## src/rtl/apb_master_if.sv

```systemverilog
// Command/response and APB bus bundle for apb_master.
// master: the bridge itself; slave: the requester plus the muxed APB slave side.
interface apb_master_if;
  logic        cmd_valid;
  logic        cmd_ready;
  logic        cmd_write;
  logic [31:0] cmd_addr;
  logic [31:0] cmd_wdata;
  logic        rsp_valid;
  logic [31:0] rsp_rdata;
  logic        rsp_err;
  logic [31:0] paddr;
  logic [3:0]  psel;
  logic        penable;
  logic        pwrite;
  logic [31:0] pwdata;
  logic [31:0] mst_prdata;
  logic        mst_pready;

  modport master (
    input  cmd_valid, cmd_write, cmd_addr, cmd_wdata, mst_prdata, mst_pready,
    output cmd_ready, rsp_valid, rsp_rdata, rsp_err,
    output paddr, psel, penable, pwrite, pwdata
  );

  modport slave (
    output cmd_valid, cmd_write, cmd_addr, cmd_wdata, mst_prdata, mst_pready,
    input  cmd_ready, rsp_valid, rsp_rdata, rsp_err,
    input  paddr, psel, penable, pwrite, pwdata
  );
endinterface

```

## src/rtl/apb_master.sv

```systemverilog
// Single-outstanding command-to-APB bridge for four slaves in 4 KiB windows,
// with address decode errors and an optional ACCESS wait-state timeout.
module apb_master #(
  parameter int TIMEOUT = 16
) (
  input  logic        pclk,
  input  logic        presetn,
  apb_master_if.master bus
);

  localparam logic [1:0] IDLE   = 2'd0;
  localparam logic [1:0] SETUP  = 2'd1;
  localparam logic [1:0] ACCESS = 2'd2;

  localparam int CNT_W = (TIMEOUT > 0) ? $clog2(TIMEOUT + 1) : 1;
  localparam logic [CNT_W-1:0] WAIT_LAST = CNT_W'((TIMEOUT > 0) ? TIMEOUT - 1 : 0);

  logic [1:0]       state;
  logic [CNT_W-1:0] wait_cnt;
  logic [31:0]      paddr_q;
  logic [31:0]      pwdata_q;
  logic             pwrite_q;
  logic [3:0]       psel_q;
  logic             penable_q;
  logic             rsp_valid_q;
  logic             rsp_err_q;
  logic [31:0]      rsp_rdata_q;

  logic             addr_ok;
  logic [3:0]       sel_dec;
  logic             timeout_hit;

  assign addr_ok     = (bus.cmd_addr[31:14] == 18'd0);
  assign sel_dec     = 4'b0001 << bus.cmd_addr[13:12];
  assign timeout_hit = (TIMEOUT > 0) && (wait_cnt == WAIT_LAST);

  always_ff @(posedge pclk or negedge presetn) begin
    if (!presetn) begin
      state       <= IDLE;
      wait_cnt    <= '0;
      paddr_q     <= '0;
      pwdata_q    <= '0;
      pwrite_q    <= 1'b0;
      psel_q      <= '0;
      penable_q   <= 1'b0;
      rsp_valid_q <= 1'b0;
      rsp_err_q   <= 1'b0;
      rsp_rdata_q <= '0;
    end else begin
      // Response fields are a one-cycle pulse and read as zero otherwise.
      rsp_valid_q <= 1'b0;
      rsp_err_q   <= 1'b0;
      rsp_rdata_q <= '0;
      case (state)
        IDLE: begin
          if (bus.cmd_valid) begin
            if (addr_ok) begin
              paddr_q   <= bus.cmd_addr;
              pwdata_q  <= bus.cmd_wdata;
              pwrite_q  <= bus.cmd_write;
              psel_q    <= sel_dec;
              penable_q <= 1'b0;
              state     <= SETUP;
            end else begin
              rsp_valid_q <= 1'b1;
              rsp_err_q   <= 1'b1;
            end
          end
        end
        SETUP: begin
          penable_q <= 1'b1;
          wait_cnt  <= '0;
          state     <= ACCESS;
        end
        ACCESS: begin
          // Ready takes priority over a timeout reached in the same cycle.
          if (bus.mst_pready) begin
            psel_q      <= '0;
            penable_q   <= 1'b0;
            state       <= IDLE;
            rsp_valid_q <= 1'b1;
            rsp_rdata_q <= pwrite_q ? 32'd0 : bus.mst_prdata;
          end else if (timeout_hit) begin
            psel_q      <= '0;
            penable_q   <= 1'b0;
            state       <= IDLE;
            rsp_valid_q <= 1'b1;
            rsp_err_q   <= 1'b1;
          end else begin
            wait_cnt <= wait_cnt + 1'b1;
          end
        end
        default: begin
          psel_q    <= '0;
          penable_q <= 1'b0;
          state     <= IDLE;
        end
      endcase
    end
  end

  assign bus.cmd_ready = (state == IDLE);
  assign bus.paddr     = paddr_q;
  assign bus.pwdata    = pwdata_q;
  assign bus.pwrite    = pwrite_q;
  assign bus.psel      = psel_q;
  assign bus.penable   = penable_q;
  assign bus.rsp_valid = rsp_valid_q;
  assign bus.rsp_err   = rsp_err_q;
  assign bus.rsp_rdata = rsp_rdata_q;

endmodule

```

## src/flat_wrapper.sv

```systemverilog
// flat-port wrapper written by rule: the top's interface ports become plain ports
module apb_master_flat 
#(
  parameter int TIMEOUT = 16
)
  (pclk, presetn, bus_cmd_valid, bus_cmd_write, bus_cmd_addr, bus_cmd_wdata, bus_mst_prdata, bus_mst_pready, bus_cmd_ready, bus_rsp_valid, bus_rsp_rdata, bus_rsp_err, bus_paddr, bus_psel, bus_penable, bus_pwrite, bus_pwdata);
  apb_master_if bus_i ();
  input  logic pclk;
  input  logic presetn;
  input wire logic [$bits(bus_i.cmd_valid)-1:0] bus_cmd_valid;
  input wire logic [$bits(bus_i.cmd_write)-1:0] bus_cmd_write;
  input wire logic [$bits(bus_i.cmd_addr)-1:0] bus_cmd_addr;
  input wire logic [$bits(bus_i.cmd_wdata)-1:0] bus_cmd_wdata;
  input wire logic [$bits(bus_i.mst_prdata)-1:0] bus_mst_prdata;
  input wire logic [$bits(bus_i.mst_pready)-1:0] bus_mst_pready;
  output wire logic [$bits(bus_i.cmd_ready)-1:0] bus_cmd_ready;
  output wire logic [$bits(bus_i.rsp_valid)-1:0] bus_rsp_valid;
  output wire logic [$bits(bus_i.rsp_rdata)-1:0] bus_rsp_rdata;
  output wire logic [$bits(bus_i.rsp_err)-1:0] bus_rsp_err;
  output wire logic [$bits(bus_i.paddr)-1:0] bus_paddr;
  output wire logic [$bits(bus_i.psel)-1:0] bus_psel;
  output wire logic [$bits(bus_i.penable)-1:0] bus_penable;
  output wire logic [$bits(bus_i.pwrite)-1:0] bus_pwrite;
  output wire logic [$bits(bus_i.pwdata)-1:0] bus_pwdata;
  assign bus_i.cmd_valid = bus_cmd_valid;
  assign bus_i.cmd_write = bus_cmd_write;
  assign bus_i.cmd_addr = bus_cmd_addr;
  assign bus_i.cmd_wdata = bus_cmd_wdata;
  assign bus_i.mst_prdata = bus_mst_prdata;
  assign bus_i.mst_pready = bus_mst_pready;
  assign bus_cmd_ready = bus_i.cmd_ready;
  assign bus_rsp_valid = bus_i.rsp_valid;
  assign bus_rsp_rdata = bus_i.rsp_rdata;
  assign bus_rsp_err = bus_i.rsp_err;
  assign bus_paddr = bus_i.paddr;
  assign bus_psel = bus_i.psel;
  assign bus_penable = bus_i.penable;
  assign bus_pwrite = bus_i.pwrite;
  assign bus_pwdata = bus_i.pwdata;
  apb_master #(.TIMEOUT(TIMEOUT)) u_core (.pclk(pclk), .presetn(presetn), .bus(bus_i));
endmodule
```

## config.mk

```make
export PLATFORM = sky130hd
export DESIGN_NAME = apb_master_flat
export DESIGN_NICKNAME = d
export VERILOG_FILES = /design/src/rtl/apb_master_if.sv /design/src/rtl/apb_master.sv /design/src/flat_wrapper.sv
export SDC_FILE = /design/constraint.sdc
export NUM_CORES = 1
export LEC_CHECK = 0
export BUFFER_PORTS_ARGS = -buffer_cell sky130_fd_sc_hd__buf_2
export CORE_AREA = 2 2 97 99
export CTS_BUF_LIST = sky130_fd_sc_hd__clkbuf_8
export CTS_CLUSTER_DIAMETER = 100
export DETAILED_ROUTE_END_ITERATION = 7
export DIE_AREA = 0 0 99 101
export PLACE_DENSITY = 0.79
export SYNTH_ARGS = -nofsm -noshare
export SYNTH_HDL_FRONTEND = slang
export SYNTH_SLANG_ARGS = --single-unit
```

## constraint.sdc

```tcl
create_clock -name pclk -period 4.4 [get_ports pclk]
set_clock_uncertainty 0.1 [all_clocks]
set_input_delay 0 -clock pclk [delete_from_list [all_inputs] [get_ports pclk]]
set_output_delay 0 -clock pclk [all_outputs]
set_load 0.05 [all_outputs]
```

==> metrics.md, run 1 <==
| Metric | Value |
|---|---|
| Status | `completed` |
| Area Overhead vs Synth | `50.8%` |
| Register area share after synthesis | `between 60 and 70%` |
| Power Density | `between 200 and 300 nW/um^2` |
| CTS max path bufs | `2` |
| FMAX | `approximately 0.37 GHz` |
| Final ANT Viol Nets | `0` |
| Core area | `8980 um^2` |
| Vias after detailed routing | `approximately 3.4k` |
| Die H | `101 um` |
| Unrepaired setup endpoints after global routing | `no` |
| Max_slew headroom | `between 40% and 50%` |
| Most common cell in the netlist | `dfrtp_1` |
| Worst-Margin Slew | `845 ps` |
| Initial Utilization | `between 40% and 50%` |
| Number of diodes | `0` |
| Drt via density | `between 4 and 5` |
| First-pass GRT wire length | `approximately 18000 um` |
| Worst Setup End Kind | `flip-flop` |
| Number of antenna violations at the first check in global routing | `0` |
| Synth top area cells | `dfrtp_1 (65%), mux2_4 (14%), and2_1 (7.5%), mux2_2 (2.1%), buf_6 (1.1%)` |
| Worst-path maximum fanout | `2` |
| Tmin final | `2710 ps` |
| Num CTS Buffers | `9` |
| Routed WL | `approximately 12000 um` |
| Mapped Area | `4240 um^2` |
| Worst setup SP type | `primary input` |
| Largest net degree at the start of global routing | `between 60 and 70` |
| GRT Overall Usage | `between 20% and 30%` |
| TritonCTS clock tree | `done` |
| Commonest cells in the synthesized netlist | `dfrtp_1 (110), and2_1 (51), mux2_4 (40), nand2_1 (12)` |
| Post-DP HPWL | `slightly below 7000 um` |
| Worst VDD drop | `0.160 mV` |
| Final setup TNS | `0 ps` |
| CTS clock-pin slew for the worst setup and hold paths | `around 100 ps` |
| Average cell area after synthesis | `14.9 um^2` |
| Critical Path RT | `approximately 4600 ps` |
| Synth area leader | `dfrtp_1` |
| Max Cap Viol | `0` |
| Syn Nets | `388` |
| CTS HTree Levels | `3` |
| Average wire per standard cell | `17.0 um` |
| Reg2Reg Setup Slack | `a little over 2000 ps` |
| Clk root buf | `clkbuf_8` |
| Warnings from Yosys | `0` |
| WS Path Type | `in -> reg` |
| Grt ovf | `0` |
| Critical Path AT | `approximately 2900 ps` |
| Final instance area | `about 6400 um^2` |
| Placed Area | `5360 um^2` |
| Placed Instances | `592` |
| Post-route DRC | `0` |
| Io pins | `just over 200` |
| Layout cells sized above 1 | `between 40% and 50%` |
| Leak pwr | `between 3 and 4 nW` |
| Die width | `~99 um` |
| Final hold vios | `0` |
| DR pass1 iterations | `5` |
| Worst skew pair latency | `370 ps` |
| Syn Inst Count | `~290` |
| Type of the worst min-delay path | `in -> reg` |
| Final critical-path share of the clock period | `between 60% and 70%` |
| Post-CTS resize count | `0` |
| Synth unique cells | `28` |
| Vias in the first global route | `around 3.6k` |
| Port bufs | `about 210` |
| Post-synth EDFFs | `0` |
| Final nets | `between 600 and 700` |
| Synth Register Bits | `110` |
| RD Place Congestion | `0.797` |
| Std-Cell Rows | `35` |
| Ys async rst share | `100%` |
| DIE AREA | `10000 um^2` |
| Final setup fails | `0` |
| Final Slew Violations | `0` |
| Overall power | `approximately 1.7 mW` |
| Main flop type after synthesis | `dfrtp_1` |
| DR iter-0 viols | `approximately 120` |
| Post-synth top area share | `between 60 and 70%` |
| Fillers | `564` |
| Sink Count | `110` |
| Fin cells | `693` |
==> critical path, cell delays in order <==
cell	delay (ps)
dlygate4sd3_1	530
buf_2	120
nor4_1	250
dlygate4sd3_1	620
nand2_1	60
dlygate4sd3_1	590
nor3_1	180
dlygate4sd3_1	570
==> layout by cell type, fill, tap and decap left out, drive strengths merged <==
master and instances:
buf 209, dfrtp 110, dlygate4sd3 86, and2 51, mux2 48, nand2 12, clkbuf 9, nor2 6
nand3 6, o21ai 5, inv 5, a22o 4, mux2i 4, clkinv 4, nor4 4, and3 2
nand4 2, or4 2, a32o 2, nor3 2, nand3b 2, ha 2, nor4b 1, a21oi 1
or4b 1, nand2b 1, and4 1
==> layer usage <==
layer	global-route usage, %	routed length (um)	part of all wire (%)	vias up
met5	0	0	0	-
met4	8.96	275	2.3	0
met3	7.49	1120	9.5	27
met2	39.9	5910	50	193
met1	28.7	4490	38	1630
li1	-	-	-	1543
==> through the flow <==
stage,hold slack [ps],worst slack [ps],util [%]
4_1_cts,30.4,1840,71.2
2_1_floorplan,-396,1810,-
5_1_grt,117,1640,71.2
3_5_place_dp,55.5,2130,59.7
3_3_place_gp,43.8,2270,59.7
6_report,48.0,1690,71.2
==> logic make-up (layout without fill, tap and decap cells) <==
kind of cell,count (synthesis),count (layout),share of synthesized area (%)
AO/OA/AOI/OAI,12,12,2.01
adder cells (fa/ha/maj),2,2,0.590
buffers and inverters,16,313,2.21
flip-flops,110,110,64.9
multiplexers,52,52,17.2
AND/OR/NAND/NOR,93,93,13.0
==> worst paths after layout <==
path / from / endpoint / cells past startpoint
max: bus_cmd_addr[30] / u_core.state[0] / 8
min: bus_cmd_addr[23] / u_core.bus.rsp_err / 5
max reg2reg: u_core.wait_cnt[0] / u_core.bus.psel[1] / 7
min reg2reg: u_core.bus.paddr[30] / u_core.bus.paddr[30] / 1
max in group asynchronous: presetn / u_core.bus.paddr[25] / 3
min in group asynchronous: presetn / u_core.bus.paddr[5] / 2
==> sequential cells by signal (all words and copies together), names as in the netlist <==
signal	flops
u_core.state	2
u_core.bus.rsp_err	1
u_core.bus.paddr	32
u_core.bus.psel	4
u_core.bus.pwrite	1
u_core.bus.rsp_rdata	32
u_core.wait_cnt	5
u_core.bus.rsp_valid	1
u_core.bus.pwdata	32
==> area by class of cell <==
type / instances / area (um^2) / area share, %
Clock inverter: 6 / 50.0 / 0.782
Timing Repair Buffer: 295 / 1920 / 30.0
Tap cell: 111 / 139 / 2.17
Clock buffer: 9 / 124 / 1.94
Sequential cell: 110 / 2750 / 43.0
Multi-Input combinational cell: 159 / 1400 / 21.9
Inverter: 3 / 11.3 / 0.176
==> power breakdown <==
part | total, mW | internal (mW) | switching (mW)
Clock | 0.563 | 0.209 | 0.354
Combinational | 0.148 | 0.0894 | 0.0587
Sequential | 1.02 | 1.01 | 0.00302
Total | 1.73 | 1.31 | 0.416
==> repair_timing <==
item,4_1_cts,5_1_grt
setup buffers,0,0
hold buffers,86,0
endpoints found under the hold margin,154,0
endpoints found under the setup margin,0,0
No activity file was read; power rests on OpenSTA's default activity.
==> inputs of run 2 (changes only) <==
Settings changed: ABC_AREA from default to 1, CORE_AREA 2 2 97 99 to 2 2 98 100, DIE_AREA 0 0 99 101 to 0 0 100 102, PLACE_DENSITY 0.79 to 0.77.
Clock period 4.4 ns to 2.7 ns, I/O delays scaled along.
==> run 2 against run 1 <==
Net effect:
- cell count increased by 23%
- setup slack lost 950 ps
- clock power grew 64%
- via count grew 15%
- hold slack lost 25 ps
- non-clock buffer count decreased by 2
- die area up 2.0%
==> metrics.md, run 2 <==
| Metric | Value |
|---|---|
| Power Density | `453 nW/um^2 (+68%)` |
| Reg2Reg Depth | `7 (unchanged)` |
| Io pins | `206 (unchanged)` |
| Worst-Margin Slew | `758 ps (-87.1 ps)` |
| Main flop type after synthesis | `dfrtp_1` |
| Final critical-path share of the clock period | `just over 70%` |
| Clk root buf | `clkbuf_8` |
| Kind of cell adding the most delay to the critical path | `buffers and inverters` |
| Register share of total power | `58.2% (-0.6 points)` |
| Syn Nets | `549 (+41%)` |
| Placed Instances | `751 (+27%)` |
| Clock group share of total power | `32.2% (-0.4 points)` |
| RD Place Congestion | `0.721 (-9.6%)` |
| Layout cells sized above 1 | `32.0% (-15 points)` |
| Worst VDD drop | `0.312 mV (+94%)` |
| Vias after detailed routing | `3909 (+15%)` |
| Max_slew headroom | `49.5% (+5.8 points)` |
| Worst r2r dst | `u_core.bus.rsp_err` |
| WS Path Type | `reg -> reg` |
| Min-delay src | `bus_cmd_addr[21]` |
| Met1 GRT Util | `27.5% (-1.2 points)` |
| CP Cell Sequence | `ha_1 > inv_1 > nor3_1 > ha_1 > nand2_1 > o21ai_0 > dlygate4sd3_1` |
| Post-CTS resize count | `0 (unchanged)` |
| Drt via density | `4.59 (-6.3%)` |
| Met2 Use GR | `40.4% (+0.52 points)` |
| Num CTS Buffers | `9 (unchanged)` |
| End point of the critical path | `u_core.bus.rsp_err` |
| Die H | `102 um (+0.99%)` |
| Number of diodes | `0 (unchanged)` |
| DR pass1 iterations | `4 (-1)` |
| GRT Overall Usage | `23.5% (-0.22 points)` |
| Unrepaired setup endpoints after global routing | `no` |
| Worst skew pair latency | `360 ps (about the same)` |
| Cell mode on critical path | `ha_1` |
| Net switching power | `0.683 mW (+64%)` |
| Die width | `100 um (+1.0%)` |
| Grt ovf | `0 (unchanged)` |
| Slowest cell on crit path | `dlygate4sd3_1` |
| Internal | `2.17 mW (+66%)` |
| Critical Path RT | `2900 ps (-1710 ps)` |
| Crit path buf inv count | `2 (-3)` |
| CP Launch Point | `u_core.wait_cnt[0]` |
| Tmin final | `just under 2000 ps` |
| Post-route DRC | `0 (unchanged)` |
| Largest net degree at the start of global routing | `61 (-10%)` |
| Post-synth EDFFs | `0 (unchanged)` |
| Routed WL | `11800 um (+0.45%)` |
| Combinational share of power | `9.6% (+1.0 points)` |
| Type of the worst min-delay path | `in -> reg` |
| Synth Register Bits | `110 (unchanged)` |
| Core area | `9110 um^2 (+1.5%)` |
| Register area share after synthesis | `65.6% (+0.72 points)` |
| DR iter-0 viols | `106 (-8.6%)` |
| CP Depth | `7 (-1)` |
| Synth top area cells | `dfrtp_1 (66%), nand2_1 (16%), inv_1 (5.5%), nor2_1 (4.1%), buf_6 (2.4%)` |
| RR Startpoint | `u_core.wait_cnt[0]` |
| Most common cell in the netlist | `nand2_1` |
| DIE AREA | `10200 um^2 (+2.0%)` |
| Busiest grt layer | `met2` |
| Sink Count | `110 (unchanged)` |
| Port bufs | `205 (unchanged)` |
| Commonest non-fill, non-tap cells in the layout | `buf_2 (204), nand2_1 (174), dfrtp_1 (110)` |
| FMAX | `0.512 GHz` |
| Number of antenna violations at the first check in global routing | `0 (unchanged)` |
| Final hold vios | `0 (unchanged)` |
| Worst-path maximum fanout | `4 (+2)` |
| Post-synth top area share | `65.6% (+0.72 points)` |
| Most common cell after layout, fill and taps aside | `buf_2` |
| Max Cap Viol | `0 (unchanged)` |
| Initial Utilization | `46.0% (-1.2 points)` |
| Leak pwr | `3.98 nW (+7.8%)` |
| Std-Cell Rows | `35 (unchanged)` |
| Switching Fraction | `23.9% (-0.16 points)` |
| Ys async rst share | `100% (unchanged)` |
| Post-DP HPWL | `7040 um (+1.6%)` |
| Mapped Area | `4190 um^2 (-1.1%)` |
| GR Util met3 | `6.57% (-0.92 points)` |
| Critical Path Max Stage Delay | `560 ps (-60 ps)` |
| Area Overhead vs Synth | `50.3%` |
| CTS clock-pin slew for the worst setup and hold paths | `110 ps (about the same)` |
| First-pass GRT wire length | `18700 um (+1.5%)` |
| Critical Path AT | `2150 ps (-770 ps)` |
| Overall power | `2.86 mW (+65%)` |
| Syn Inst Count | `446 (+56%)` |
| Fin cells | `852 (+23%)` |
| Worst Setup End Kind | `flip-flop` |
| Average cell area after synthesis | `9.40 um^2 (-37%)` |
| Synth unique cells | `20 (-29%)` |
| Vias in the first global route | `4053 (+13%)` |
| Status | `completed` |
| Worst setup SP type | `flip-flop` |
| CTS max path bufs | `2 (unchanged)` |
| Final ANT Viol Nets | `0 (unchanged)` |
| Average wire per standard cell | `13.9 um (-18%)` |
| Final setup TNS | `0 ps (unchanged)` |
| Synth area leader | `dfrtp_1` |
| Final Slew Violations | `0 (unchanged)` |
| Commonest cells in the synthesized netlist | `nand2_1 (174), dfrtp_1 (110), inv_1 (62), nor2_1 (46)` |
| Final nets | `839 (+23%)` |
| CTS HTree Levels | `3 (unchanged)` |
| Reg2Reg Setup Slack | `750 ps (-1300 ps)` |
| Warnings from Yosys | `0 (unchanged)` |
| TritonCTS clock tree | `done` |
| Final setup fails | `0 (unchanged)` |
==> run 2: cell families after synthesis <==
group	synth area share (%)
AOI/OAI and AO/OA	1.19
adders and majority gates	0.597
buffers and inverters	8.98
DFF	65.6
and+or+nand+nor	23.6
==> run 2: timing repair <==
action                                 CTS  global route
endpoints found under the hold margin  148             0
buffers inserted                         0             0
hold buffers                            85             0
==> run 2: power by group through the flow <==
stage               combinational, mW  clock, mW  sequential, mW
finish                          0.273      0.921            1.66
detailed placement              0.172          0            1.69
global route                    0.297       1.02            1.66
CTS                             0.267      0.950            1.66
floorplan                      0.0291          0            1.71
global placement                0.167          0            1.69
==> run 2: worst reg2reg max path: cells and delay by family, from the launching register on <==
kind | cells | cell delay, ps
compound gates | 1 | 140
simple gates | 2 | 240
flops | 1 | 410
buf+inv | 2 | 620
fa+ha+maj | 2 | 380
==> run 2: metrics by stage <==
stage	hold WS, ps	instance area [um^2]	setup WS [ps]	utilization, %
6_report	23.2	6300	748	69.2
4_1_cts	3.86	6300	730	69.2
3_5_place_dp	21.0	5270	817	57.9
5_1_grt	35.2	6300	609	69.2
2_1_floorplan	-396	4190	815	-
3_3_place_gp	13.0	5270	924	57.9
==> run 2: how the worst min path moves through the flow <==
stage	endpoint	slack (ps)	cells past startpoint
6_report	u_core.bus.rsp_valid	20	7
5_1_grt	u_core.bus.rsp_valid	40	7
4_1_cts	u_core.bus.rsp_valid	4	7
3_5_place_dp	u_core.bus.pwdata[1]	20	1
3_3_place_gp	u_core.bus.pwdata[1]	10	1
2_1_floorplan	u_core.bus.paddr[0]	-400	0
==> run 2: area by class of cell <==
| cell class | instances | area, um^2 |
|---|---|---|
| repair buffers | 293 | 1910 |
| clock buffers | 10 | 138 |
| multi-input cells | 256 | 1060 |
| fillers | 651 | 2810 |
| flip-flops and latches | 110 | 2750 |
| inverters | 66 | 250 |
| well taps | 111 | 139 |
| clock inverters | 6 | 43.8 |
==> run 2: layer usage <==
layer	up-vias	part of all wire, %
li1	1880	-
met1	1815	40
met2	177	49
met3	37	7.4
met4	0	3.2
met5	-	0
==> inputs of run 3 (changes only) <==
Settings changed: CORE_AREA 2 2 98 100 to 2 2 102 104, DIE_AREA 0 0 100 102 to 0 0 104 106, PLACE_DENSITY 0.77 to 0.75.
Clock period 2.7 ns to 1.75 ns, I/O delays scaled along.
==> run 3 against run 2 <==
Net effect:
- the run now ends with setup timing left
- cell count is 4.0% higher
- global-route usage shrank 1.9 points
- critical path depth grew 4
- critical path type unchanged
- total power is 63% higher
- first-iteration DRC count rose by 120%
- largest cell class unchanged
- critical endpoint is now u_core.wait_cnt[1]
==> metrics.md, run 3 (same netlist as run 2, synthesis figures left out) <==
| Metric | Value |
|---|---|
| Status | `complete, but fails checks` |
| Failing checks | `setup timing` |
| Number of antenna violations at the first check in global routing | `0 (unchanged)` |
| Final Slew Violations | `0 (unchanged)` |
| Sink Count | `110 (unchanged)` |
| Post-route DRC | `0 (unchanged)` |
| Net switching power | `1.06 mW (+55%)` |
| Crit path buf inv count | `3 (+1)` |
| Worst setup SP type | `flip-flop` |
| Die width | `104 um (+4.0%)` |
| Kind of cell adding the most delay to the critical path | `flip-flops` |
| Number of diodes | `0 (unchanged)` |
| Area Overhead vs Synth | `55.9%` |
| Port bufs | `205 (unchanged)` |
| Switching Fraction | `22.7% (-1.2 points)` |
| Critical Path Max Stage Delay | `410 ps (-150 ps)` |
| Overall power | `4.66 mW (+63%)` |
| Fillers | `771 (+18%)` |
| Num CTS Buffers | `9 (unchanged)` |
| Routed WL | `11700 um (-1.0%)` |
| Worst-path maximum fanout | `7 (+3)` |
| DR pass1 iterations | `4 (unchanged)` |
| Average wire per standard cell | `13.2 um (-4.8%)` |
| WS Path Type | `reg -> reg` |
| FMAX | `0.562 GHz (+9.6%)` |
| First-pass GRT wire length | `19000 um (+1.8%)` |
| Final critical-path share of the clock period | `102% (+29 points)` |
| Vias after detailed routing | `3998 (+2.3%)` |
| Largest net degree at the start of global routing | `54 (-11%)` |
| Clock group share of total power | `35.6% (+3.4 points)` |
| DR iter-0 viols | `235 (+120%)` |
| Most common cell after layout, fill and taps aside | `buf_2` |
| Final hold vios | `0 (unchanged)` |
| Io pins | `206 (unchanged)` |
| Type of the worst min-delay path | `in -> reg` |
| Die H | `106 um (+3.9%)` |
| Worst-Margin Slew | `520 ps (-238 ps)` |
| Combinational share of power | `9.4% (-0.2 points)` |
| GRT Overall Usage | `21.6% (-1.9 points)` |
| Internal | `3.61 mW (+66%)` |
| Cell mode on critical path | `ha_2` |
| Worst skew pair latency | `360 ps (about the same)` |
| Vias in the first global route | `4129 (+1.9%)` |
| Core area | `10000 um^2 (+9.8%)` |
| Final nets | `848 (+1.1%)` |
| Clk root buf | `clkbuf_8` |
| Worst Setup End Kind | `flip-flop` |
| Final setup fails | `2 (+2)` |
| Sequential cell area | `2750 um^2 (about the same)` |
| Critical Path AT | `1930 ps (-220 ps)` |
| Max Cap Viol | `0 (unchanged)` |
| Leak pwr | `4.05 nW (+1.8%)` |
| DIE AREA | `11000 um^2 (+8.1%)` |
| Unrepaired setup endpoints after global routing | `yes` |
| Critical Path RT | `1900 ps (-1000 ps)` |
| Commonest non-fill, non-tap cells in the layout | `buf_2 (204), nand2_1 (167), dfrtp_1 (109)` |
| Post-DP HPWL | `7220 um (+2.7%)` |
| RD Place Congestion | `0.770 (+6.8%)` |
| Max_slew headroom | `65.3% (+16 points)` |
| Drt via density | `4.51 (-1.6%)` |
| Multi-input gate area | `1130 um^2 (+6.1%)` |
| CP Cell Sequence | `ha_2 > inv_2 > nor3_2 > ha_2 > nor2_4 > nand2_4 > o21ai_4 > inv_4 > buf_6 > nand2_2 > nand2_1` |
| Place WS | `-179 ps (-996 ps)` |
| Hold_ws | `32.8 ps (+9.65 ps)` |
| Layout cells sized above 1 | `35.2% (+3.2 points)` |
| CTS clock-pin slew for the worst setup and hold paths | `110 ps (about the same)` |
| Slowest cell on crit path | `dfrtp_1` |
| Tmin final | `1780 ps (-172 ps)` |
| Register share of total power | `55.0% (-3.2 points)` |
| TritonCTS clock tree | `done` |
| Final ANT Viol Nets | `0 (unchanged)` |
| Grt ovf | `0 (unchanged)` |
| Worst VDD drop | `0.475 mV (+53%)` |
| CTS HTree Levels | `3 (unchanged)` |
| CTS max path bufs | `2 (unchanged)` |
| Power Density | `713 nW/um^2 (+57%)` |
| Final worst slack | `-30.8 ps (-778 ps)` |
| Initial Utilization | `41.9% (-4.1 points)` |
| Std-Cell Rows | `37 (+5.7%)` |
## run 3: worst min-delay path, delay by kind of cell
family / cells / cell delay [ps]
buffers and inverters: 1 / 80
and+or+nand+nor: 7 / 400
## run 3: worst paths after layout
path	cells past startpoint	end	slack, ps	startpoint
hold / removal	8	u_core.bus.pwdata[24]	30	bus_cmd_addr[26]
max in group asynchronous	3	u_core.bus.rsp_rdata[15]	870	presetn
hold reg to reg	2	u_core.bus.paddr[16]	370	u_core.bus.paddr[16]
setup / recovery	11	u_core.wait_cnt[1]	-30	u_core.wait_cnt[1]
setup reg to reg	11	u_core.wait_cnt[1]	-30	u_core.wait_cnt[1]
min in group asynchronous	2	u_core.bus.paddr[11]	40	presetn
## run 3: power by group through the flow
stage | registers, mW | logic [mW] | clock network [mW]
6_report | 2.56 | 0.439 | 1.66
5_1_grt | 2.57 | 0.479 | 1.82
4_1_cts | 2.56 | 0.421 | 1.71
3_5_place_dp | 2.61 | 0.272 | 0
3_3_place_gp | 2.61 | 0.264 | 0
2_1_floorplan | 2.65 | 0.0449 | 0
## run 3: area by class of cell
cell class / count / share of cell area [%]
sequential: 110 / 42.1
timing repair buffer: 302 / 30.7
multi-input combinational: 256 / 17.3
inverter: 66 / 3.86
tap: 136 / 2.60
clock buffer: 9 / 1.89
clock inverter: 7 / 1.51
## run 3: through the flow
stage          TNS (ps)  utilization [%]  instances  cell area [um^2]
2_1_floorplan      -884                -        446              4200
3_3_place_gp          0             53.7        781              5370
3_5_place_dp       -843             53.7        781              5370
4_1_cts               0             64.5        883              6450
5_1_grt            -671             65.4        886              6540
6_report          -39.8             65.4        886              6540
## run 3: timing repair
item	CTS	global route
hold buffers	82	0
pin swaps	3	7
buffers inserted	4	3
setup endpoints to repair	8	8
gates resized for setup	5	18
endpoints found under the hold margin	199	0
## run 3: metal layers
layer | track usage, % | up-vias | routed length [um]
met5 | 0 | - | 0
met4 | 9.75 | 0 | 306
met3 | 4.84 | 31 | 770
met2 | 38.5 | 164 | 5980
li1 | - | 1897 | -
met1 | 24.8 | 1906 | 4660
